===== src/rtl/vga_timing_pkg.sv =====
// Timing constants and position decode for the 800x600 @ 60 Hz VGA timing generator.
// Every compare point is derived from the porch/sync widths below.
package vga_timing_pkg;

  localparam int COUNT_W  = 32'd11;

  localparam int H_ACTIVE = 32'd800;
  localparam int H_FP     = 32'd40;
  localparam int H_SYNC   = 32'd128;
  localparam int H_BP     = 32'd88;
  localparam int H_TOTAL  = 32'd1056;

  localparam int V_ACTIVE = 32'd600;
  localparam int V_FP     = 32'd1;
  localparam int V_SYNC   = 32'd4;
  localparam int V_BP     = 32'd23;
  localparam int V_TOTAL  = 32'd628;

  localparam logic [COUNT_W-1:0] H_LAST        = COUNT_W'(H_TOTAL - 32'd1);
  localparam logic [COUNT_W-1:0] H_BLANK_START = COUNT_W'(H_ACTIVE);
  localparam logic [COUNT_W-1:0] H_SYNC_START  = COUNT_W'(H_ACTIVE + H_FP);
  localparam logic [COUNT_W-1:0] H_SYNC_END    = COUNT_W'(H_ACTIVE + H_FP + H_SYNC - 32'd1);

  localparam logic [COUNT_W-1:0] V_LAST        = COUNT_W'(V_TOTAL - 32'd1);
  localparam logic [COUNT_W-1:0] V_BLANK_START = COUNT_W'(V_ACTIVE);
  localparam logic [COUNT_W-1:0] V_SYNC_START  = COUNT_W'(V_ACTIVE + V_FP);
  localparam logic [COUNT_W-1:0] V_SYNC_END    = COUNT_W'(V_ACTIVE + V_FP + V_SYNC - 32'd1);

  typedef struct packed {
    logic hsync;
    logic hblnk;
    logic vsync;
    logic vblnk;
    logic frame_tick;
  } vga_flags_t;

  // Position (0,0) decodes to all-zero, which lets reset and decode agree.
  function automatic vga_flags_t decode_pos(input logic [COUNT_W-1:0] h,
                                            input logic [COUNT_W-1:0] v);
    vga_flags_t f;
    f.hsync      = (h >= H_SYNC_START) && (h <= H_SYNC_END);
    f.hblnk      = (h >= H_BLANK_START);
    f.vsync      = (v >= V_SYNC_START) && (v <= V_SYNC_END);
    f.vblnk      = (v >= V_BLANK_START);
    f.frame_tick = (h == '0) && (v == V_BLANK_START);
    return f;
  endfunction

endpackage


===== src/rtl/vga_timing.sv =====
// 800x600 @ 60 Hz VGA timing: cascaded pixel/line counters with a registered decode
// of the next position, so counts, syncs and blanks always refer to the same pixel.
module vga_timing
  import vga_timing_pkg::*;
(
  input  logic               pclk_in,
  input  logic               rst_in,
  output logic [COUNT_W-1:0] hcount_out,
  output logic               hsync_out,
  output logic               hblnk_out,
  output logic [COUNT_W-1:0] vcount_out,
  output logic               vsync_out,
  output logic               vblnk_out,
  output logic               frame_tick_out
);

  logic [COUNT_W-1:0] h_cnt_r;
  logic [COUNT_W-1:0] v_cnt_r;
  logic [COUNT_W-1:0] h_nxt_s;
  logic [COUNT_W-1:0] v_nxt_s;
  vga_flags_t         flags_r;
  vga_flags_t         flags_nxt_s;

  // Next position; out-of-range counts wrap as if they were the last value.
  always_comb begin
    h_nxt_s = h_cnt_r;
    v_nxt_s = v_cnt_r;
    if (h_cnt_r >= H_LAST) begin
      h_nxt_s = '0;
      if (v_cnt_r >= V_LAST) begin
        v_nxt_s = '0;
      end else begin
        v_nxt_s = v_cnt_r + COUNT_W'(1);
      end
    end else begin
      h_nxt_s = h_cnt_r + COUNT_W'(1);
    end
  end

  // Decode is taken from the next position so it lands in the same cycle as the counts.
  always_comb begin
    flags_nxt_s = decode_pos(h_nxt_s, v_nxt_s);
  end

  // Counters and decoded flags advance together; reset forces position (0,0).
  always_ff @(posedge pclk_in) begin
    if (rst_in) begin
      h_cnt_r <= '0;
      v_cnt_r <= '0;
      flags_r <= '0;
    end else begin
      h_cnt_r <= h_nxt_s;
      v_cnt_r <= v_nxt_s;
      flags_r <= flags_nxt_s;
    end
  end

  assign hcount_out     = h_cnt_r;
  assign vcount_out     = v_cnt_r;
  assign hsync_out      = flags_r.hsync;
  assign hblnk_out      = flags_r.hblnk;
  assign vsync_out      = flags_r.vsync;
  assign vblnk_out      = flags_r.vblnk;
  assign frame_tick_out = flags_r.frame_tick;

endmodule


===== config.mk =====
export PLATFORM = sky130hd
export DESIGN_NAME = vga_timing
export DESIGN_NICKNAME = d
export VERILOG_FILES = /design/src/rtl/vga_timing_pkg.sv /design/src/rtl/vga_timing.sv
export SDC_FILE = /design/constraint.sdc
export NUM_CORES = 1
export LEC_CHECK = 0
export CORE_UTILIZATION = 47
export CTS_CLUSTER_SIZE = 28
export DETAILED_ROUTE_END_ITERATION = 8
export GPL_TIMING_DRIVEN = 0
export PLACE_DENSITY = 0.77
export SLEW_MARGIN = 20
export SYNTH_ARGS = -nofsm -noshare
export SYNTH_HDL_FRONTEND = slang
export SYNTH_SLANG_ARGS = --single-unit

===== constraint.sdc =====
create_clock -name pclk_in -period 3.18 [get_ports pclk_in]
set_clock_uncertainty 0.1 [all_clocks]
set_input_delay 0.318 -clock pclk_in [delete_from_list [all_inputs] [get_ports pclk_in]]
set_output_delay 0.318 -clock pclk_in [all_outputs]
set_load 0.02 [all_outputs]

## Word level (Yosys, flattened, before mapping)

Cells that the tools add are included.
W data, S select, Z words.

- Flip-flop bits (word level): 27
- Output and inout bits: 27

- Add/sub/neg operators: 2
- $lt $le $gt $ge: 8
- Equal/unequal tests: 1
- Multiplexer cells: 3
- Reductions and logical operators: 4

Operators with widths:

| kind | count |
|---|---|
| $ge A11 B10 Y1 const B | 5 |
| $mux W11 | 3 |
| $add A11 B1 Y11 const B | 2 |
| $le A11 B10 Y1 const B | 2 |
| $eq A11 B10 Y1 const B | 1 |
| $ge A11 B11 Y1 const B | 1 |
| $logic_not A11 Y1 | 1 |
| $logic_and A1 B1 Y1 | 3 |

## Logic depth before layout (Yosys ltp)

Gate-level depths: netlist of the first run.

- Depth after elaboration: 5
- Depth in mapped cells: 10
- Mapped depth without buffers: 8

## Least setup slack after synthesis of the first run

OpenSTA, ideal clock, no wires.

- Path kind: register to register
- From: register h_cnt_r[0] (netlist: hcount_out[0])
- To: register flags_r (netlist bit frame_tick_out)
- Setup time: 0.073 ns
- Arrival time: 2.488 ns
- Path slack: 0.519 ns
- Stages on the path, launching flop included: 10
- Path through: dfxtp_1 > ha_1 > clkbuf_1 > a21oi_2 > o211ai_1 > nor4b_4 > a221oi_1 > nor4b_1 > nand3b_2 > nor3_2

- Longest elaborated chain between the ends: 4
- Elaborated cells on any way between the ends: 7
- Classes of those cells: add/sub (1); order compare (1); eq/ne (1); mux (2); reduce/logical (2)

Ends and longest elaborated chain:

| element | RTL line | text |
|---|---|---|
| start, declared | vga_timing.sv:17 | `logic [COUNT_W-1:0] h_cnt_r;` |
| start signal, assigned | vga_timing.sv:52 | `h_cnt_r <= h_nxt_s;` |
| $add A11 B1 Y11 or $ge A11 B11 Y1 (tied branches) | vga_timing.sv:36, vga_timing.sv:28 |  |
| $mux W11 | vga_timing.sv:28 | `if (h_cnt_r >= H_LAST) begin` |
| $logic_not A11 Y1 or $eq A11 B10 Y1 (tied branches) | vga_timing_pkg.sv:45 | `f.frame_tick = (h == '0) && (v == V_BLANK_START);` |
| $logic_and A1 B1 Y1 (*) | vga_timing_pkg.sv:45 |  |
| end signal, assigned | vga_timing.sv:54 | `flags_r <= flags_nxt_s;` |
| end, declared | vga_timing.sv:21 | `vga_flags_t flags_r;` |

Mark *: on every way between the ends. The rest lies on a longest branch, timed or not.
A chain may end at the register's enable or synchronous reset.

## Worst setup path in the final report of the first run

Ends and elaborated chain as after synthesis.

==> impl_metrics.csv, run 1 <==
group,metric,value,unit
setup_path,rr_worst_depth,11,
worst_hold_path,min_path_cells,1,
logic_synthesis,synthCells,187,
logic_synthesis,synth_compound_area_share,17.3,%
clock_network,clkSlewWorstSetupHoldPaths,140,ps
placement,portBuffers,28,
clock_network,cts_max_level,1,
sta,min_period,2880,ps
setup_path,critPathKind,"flop to flop",
setup_path,arrival,3060,ps
logic_synthesis,synth_edf_count,0,
floorplan,die-area,0.00353,mm²
run,drv_cap,0,
logic_synthesis,synthFlopType,"dfxtp_1",
sta,relSlewSlack,53.2,%
sta,fmax,0.347,GHz
logic_synthesis,yosysSeqAreaShare,34.9,%
clock_network,cts_buffer_depth,2,
drt,vias_per_cell,5.63,
global_route,antenna_found_initial,0,
setup_path,crit_fanout,7,
logic_synthesis,synth.distinct_cells,53,
clock_network,worstSkewPairLatency,330,ps
placement,dp_hpwl,2.65,mm
floorplan,io_pins,29,
logic_synthesis,synth_area,0.00155,mm²
logic_synthesis,synth_simple_gate_area_share,33.2,%
final_layout,diodes,0,
final_layout,nets,228,
logic_synthesis,syn_avg_cell_area,8.28,µm²
drt,drt_iter0_drc,115,
logic_synthesis,syn_nets,191,
sta,hold_viol_final,0,
drt,firstDrtPassIters,4,
drt,drc,0,
status,outcome,"completed",
clock_network,cts_tree,"yes",
final_layout,final_common_cell,"nor2_1",
floorplan,die_w,59.4,µm
logic_synthesis,ys_warn_count,0,
global_route,grt.overflow.total,0,
drt,post_drt_wl_per_cell,13.5,µm
global_route,grt_max_degree,16,
global_route,grt.total_usage,22.4,%
logic_synthesis,muxShareOfSynthArea,1.29,%
power,powerDensity,290,mW/mm²
setup_path,rrSetupSlack,300,ps
floorplan,initial_core_util,50.3,%
drt,routed_wl,3.62,mm
clock_network,cts_root_buf,"clkbuf_4",
floorplan,core,0.00308,mm²
logic_synthesis,synth-adder-area-share,1.62,%
logic_synthesis,synthXorXnorAreaFrac,7.35,%
sta,slew_viol_final,0,
power,vdd_drop_max,229,µV
final_layout,layout.cells.non_filler,267,
sta,setup_viol,0,
logic_synthesis,async_reset_ff_share,0,%
drt,vias,1503,
logic_synthesis,synth_top_family_by_area,"simple AND/OR/NAND/NOR gates",
sta,fin_setup_tns,0,ps
clock_network,cts.sinks,27,
worst_hold_path,hp-class,"flop to flop",
setup_path,endpoint_kind,"flop",
floorplan,fp.dieH,59.4,µm
setup_path,start_kind,"flop",
global_route,grt_pass1_vias,1242,
power,leakagePower,0.678,nW
floorplan,std_cell_rows,20,
clock_network,cts-hold-fix-buffers,0,
setup_path,required,3360,ps
sta,period_share,90.7,%
placement,place_congestion,0.926,
final_layout,area_growth,25.8,%
clock_network,cts_buffers,3,
sta,tightest_slew,698,ps
global_route,grt_first_pass_wirelength,5.89,mm
logic_synthesis,synth_seq_cells,27,
final_layout,final_cell_mix,"29 x nor2_1, 28 x clkdlybuf4s50_1, 27 x dfxtp_1, 14 x nand2_1, 9 x xnor2_1",
drt,drtAntennaViolNets,0,
final_layout,drive_above_1_share,12.1,%
sta,rsz0062_at_grt,"no",
placement,dp_cells,259,
routing by layer:
| metal | vias to the layer above | track usage, % | part of all wire [%] |
|---|---|---|---|
| li1 | 744 | - | - |
| met1 | 690 | 32.7 | 47 |
| met2 | 64 | 32.9 | 45 |
| met3 | 5 | 3.06 | 6.6 |
| met4 | 0 | 9.18 | 1.5 |
| met5 | - | 0 | 0 |
cells by family (layout without fill, tap and decap cells):
| family | Yosys count | after routing |
|---|---|---|
| flops | 27 | 27 |
| buf+inv | 13 | 49 |
| simple gates | 92 | 92 |
| xor+xnor | 13 | 13 |
| mux | 2 | 2 |
| fa+ha+maj | 2 | 2 |
| compound gates | 38 | 38 |
critical path: stages (launching register included):
cell and delay (ps):
dfxtp_1 500, ha_1 190, clkbuf_1 290, a21oi_2 60
o211ai_1 190, buf_4 170, nor4b_4 320, buf_4 180
a41oi_1 150, a311oi_2 350, nand3b_2 150, nor3_2 170
sequential cells by signal, summed over array words and instances, names as in the netlist:
| register | count |
|---|---|
| hcount_out | 11 |
| vcount_out | 11 |
| frame_tick_out | 1 |
| hblnk_out | 1 |
| hsync_out | 1 |
| vblnk_out | 1 |
| vsync_out | 1 |
through the flow:
stage	cell area [µm²]	worst slack, ps	power [mW]	util (%)	hold slack [ps]
finish	1950	295	0.565	63.3	461
floorplan	1550	519	0.397	-	303
detailed placement	1880	162	0.420	61.2	433
global route	1950	27.0	0.587	63.3	496
CTS	1910	97.8	0.567	62.1	465
global placement	1880	176	0.419	61.2	417
power by group:
group | total, mW | internal [mW] | switching (mW)
Combinational | 0.0564 | 0.0254 | 0.0310
Sequential | 0.358 | 0.345 | 0.0127
Clock | 0.151 | 0.0474 | 0.103
final cells by class:
cell class	count	area, µm²
buffer	10	53.8
clock buffer	3	22.5
clock inverter	1	5.00
fill	289	1130
inverter	3	13.8
multi-input combinational	147	947
sequential	27	541
tap	44	55.1
timing repair buffer	32	310
cells in the mapped netlist, types with 2 or more instances:
library cell  number  area share (%)
mux2i_1            2             1.3
nand2b_1           2            0.81
dfxtp_1           27              35
o211ai_1           2            0.97
a211oi_1           2            0.97
a221oi_1           2             1.1
nor3_2             3             1.9
nor3_1             7             2.3
a22oi_1            2            0.97
o31ai_1            2            0.97
xor2_1             4             2.3
buf_4              2            0.97
xnor2_1            9             5.1
nor2_1            29             7.0
and3_1             3             1.2
nand2_1           14             3.4
or3_1              4             1.6
clkbuf_1           6             1.5
ha_1               2             1.6
a31oi_1            3             1.2
inv_1              2            0.48
o21a_1             2            0.97
nand4bb_1          2             1.5
nand4_1            4             1.6
and2_1             2            0.81
nand3_1            8             2.6
a21oi_1            8             2.6
o21ai_0            7             2.3
path summary, 6_finish.rpt:
path                                     from        endpoint
worst min register to register  hcount_out[0]   hcount_out[0]
worst min-delay path            hcount_out[0]   hcount_out[0]
worst max-delay path            hcount_out[0]  frame_tick_out
worst max register to register  hcount_out[0]  frame_tick_out
repair_timing:
| item | CTS | global route |
|---|---|---|
| endpoints found under the hold margin | 0 | 0 |
| endpoints found under the setup margin | 0 | 3 |
| resized for setup | 0 | 1 |
| setup buffers | 0 | 4 |
No activity file was read; power rests on OpenSTA's default activity.
==> inputs of run 2 (changes only) <==
- GPL_ROUTABILITY_DRIVEN: unset -> 1
==> results of run 2 <==
The final DEF is identical to that of run 1; final timing and power are the same.
==> inputs of run 3 (changes only) <==
- PLACE_DENSITY: 0.77 -> 0.73
==> impl_metrics.csv, run 3 (synthesized netlist as in run 1, its figures left out) <==
group,metric,value,unit
final_layout,final_common_cell,"nor2_1",
power,leakagePower,0.670,nW
placement,dp_hpwl,2.68,mm
run,drv_cap,0,
global_route,grt.total_usage,20.7,%
setup_path,critPathTopFamily,"simple AND/OR/NAND/NOR gates",
floorplan,die-area,0.00353,mm²
global_route,grt_first_pass_wirelength,5.51,mm
setup_path,start_kind,"flop",
floorplan,io_pins,29,
final_layout,fillers,281,
final_layout,seqCellArea,541,µm²
setup_path,crit_slowest_cell,"nor3_2",
final_layout,drive_above_1_share,11.3,%
clock_network,cts_buffers,3,
clock_network,cts-hold-fix-buffers,0,
power,powerDensity,290,mW/mm²
setup_path,critPathKind,"flop to flop",
drt,vias,1500,
final_layout,multi_input_area,947,µm²
power,vdd_drop_max,203,µV
setup_path,crit_path_max_incr_delay,500,ps
final_layout,area_growth,25.2,%
floorplan,core,0.00308,mm²
clock_network,cts_root_buf,"clkbuf_4",
sta,slew_viol_final,0,
drt,routed_wl,3.56,mm
clock_network,cts.sinks,27,
setup_path,rr_worst_depth,9,
final_layout,diodes,0,
clock_network,clkSlewWorstSetupHoldPaths,150,ps
global_route,grt.overflow.total,0,
sta,fmax,0.345,GHz
sta,hold_viol_final,0,
clock_network,cts_max_level,1,
global_route,grt_pass1_vias,1199,
drt,route.met3.wl,192,µm
sta,holdWs,468,ps
drt,wl_met1,1.69,mm
clock_network,cts_buffer_depth,2,
setup_path,arrival,3060,ps
final_layout,nets,227,
sta,period_share,91.2,%
floorplan,fp.dieH,59.4,µm
sta,tightest_slew,636,ps
worst_hold_path,min_path_cells,1,
drt,drtAntennaViolNets,0,
drt,drc,0,
sta,relSlewSlack,57.4,%
final_layout,final_cell_mix,"29 x nor2_1, 28 x clkdlybuf4s50_1, 27 x dfxtp_1, 14 x nand2_1, 9 x xnor2_1",
sta,min_period,2900,ps
drt,highest_layer,"met4",
sta,setup_viol,0,
drt,drt_iter0_drc,83,
setup_path,worstPathCellList,"ha_1 -> a211oi_1 -> nor3_2 -> nor4b_4 -> buf_4 -> a211oi_1 -> nor4b_2 -> nand3b_2 -> nor3_2",
setup_path,path_buf_inv,1,
setup_path,required,3340,ps
clock_network,cts_tree,"yes",
drt,firstDrtPassIters,6,
global_route,antenna_found_initial,0,
drt,post_drt_wl_per_cell,13.4,µm
placement,place_congestion,0.882,
placement,portBuffers,28,
power,power,0.563,mW
floorplan,die_w,59.4,µm
setup_path,crit_cells,9,
floorplan,initial_core_util,50.3,%
clock_network,worstSkewPairLatency,320,ps
status,outcome,"completed",
global_route,grt_max_degree,15,
floorplan,std_cell_rows,20,
sta,fin_setup_tns,0,ps
drt,vias_per_cell,5.64,
worst_hold_path,hp-class,"flop to flop",
setup_path,endpoint_kind,"flop",
drt,dr_wl_met2,1.63,mm
setup_path,crit_fanout,8,
sta,rsz0062_at_grt,"no",
run 3: changes by cell type in the layout (fill, tap and decap cells not counted), sizes merged:
| cell | previous run | this run |
|---|---|---|
| clkinv | 1 | 0 |
| clkbuf | 9 | 10 |
| buf | 8 | 7 |
run 3: layer usage:
| metal | vias to the layer above | global-route usage, % |
|---|---|---|
| met3 | 6 | 1.97 |
| met5 | - | 0 |
| met4 | 0 | 7.82 |
| met2 | 52 | 31.0 |
| met1 | 699 | 30.5 |
| li1 | 743 | - |
run 3: layout make-up:
class,count,share of cell area [%]
Multi-Input combinational cell,147,48.8
Sequential cell,27,27.9
Timing Repair Buffer,31,15.6
Tap cell,44,2.84
Buffer,10,2.77
Clock buffer,4,1.35
Inverter,3,0.710
run 3: timing repair:
item                       in CTS  in global routing
setup endpoints to repair       0                  3
resized for setup               0                  1
buffers inserted                0                  3
run 3: final timing paths:
kind	start	to	slack, ps
max	vcount_out[0]	frame_tick_out	280
min	hcount_out[0]	hcount_out[0]	470
max reg2reg	vcount_out[0]	frame_tick_out	280
min reg2reg	hcount_out[0]	hcount_out[0]	470
run 3: report_power, final:
| part | internal [mW] | total, mW | leakage (nW) | switching, mW |
|---|---|---|---|---|
| logic | 0.0254 | 0.0568 | 0.437 | 0.0314 |
| registers | 0.345 | 0.358 | 0.218 | 0.0126 |
| clock network | 0.0491 | 0.148 | 0.0150 | 0.0988 |
| total | 0.420 | 0.563 | 0.670 | 0.143 |
run 3: through the flow:
step,setup WS (ps),cell area (µm²),cells,utilization [%]
3_5_place_dp,68.6,1880,259,61.2
2_1_floorplan,519,1550,187,-
5_1_grt,61.3,1940,266,63.0
4_1_cts,24.7,1910,263,62.1
6_report,279,1940,266,63.0
3_3_place_gp,164,1880,259,61.2
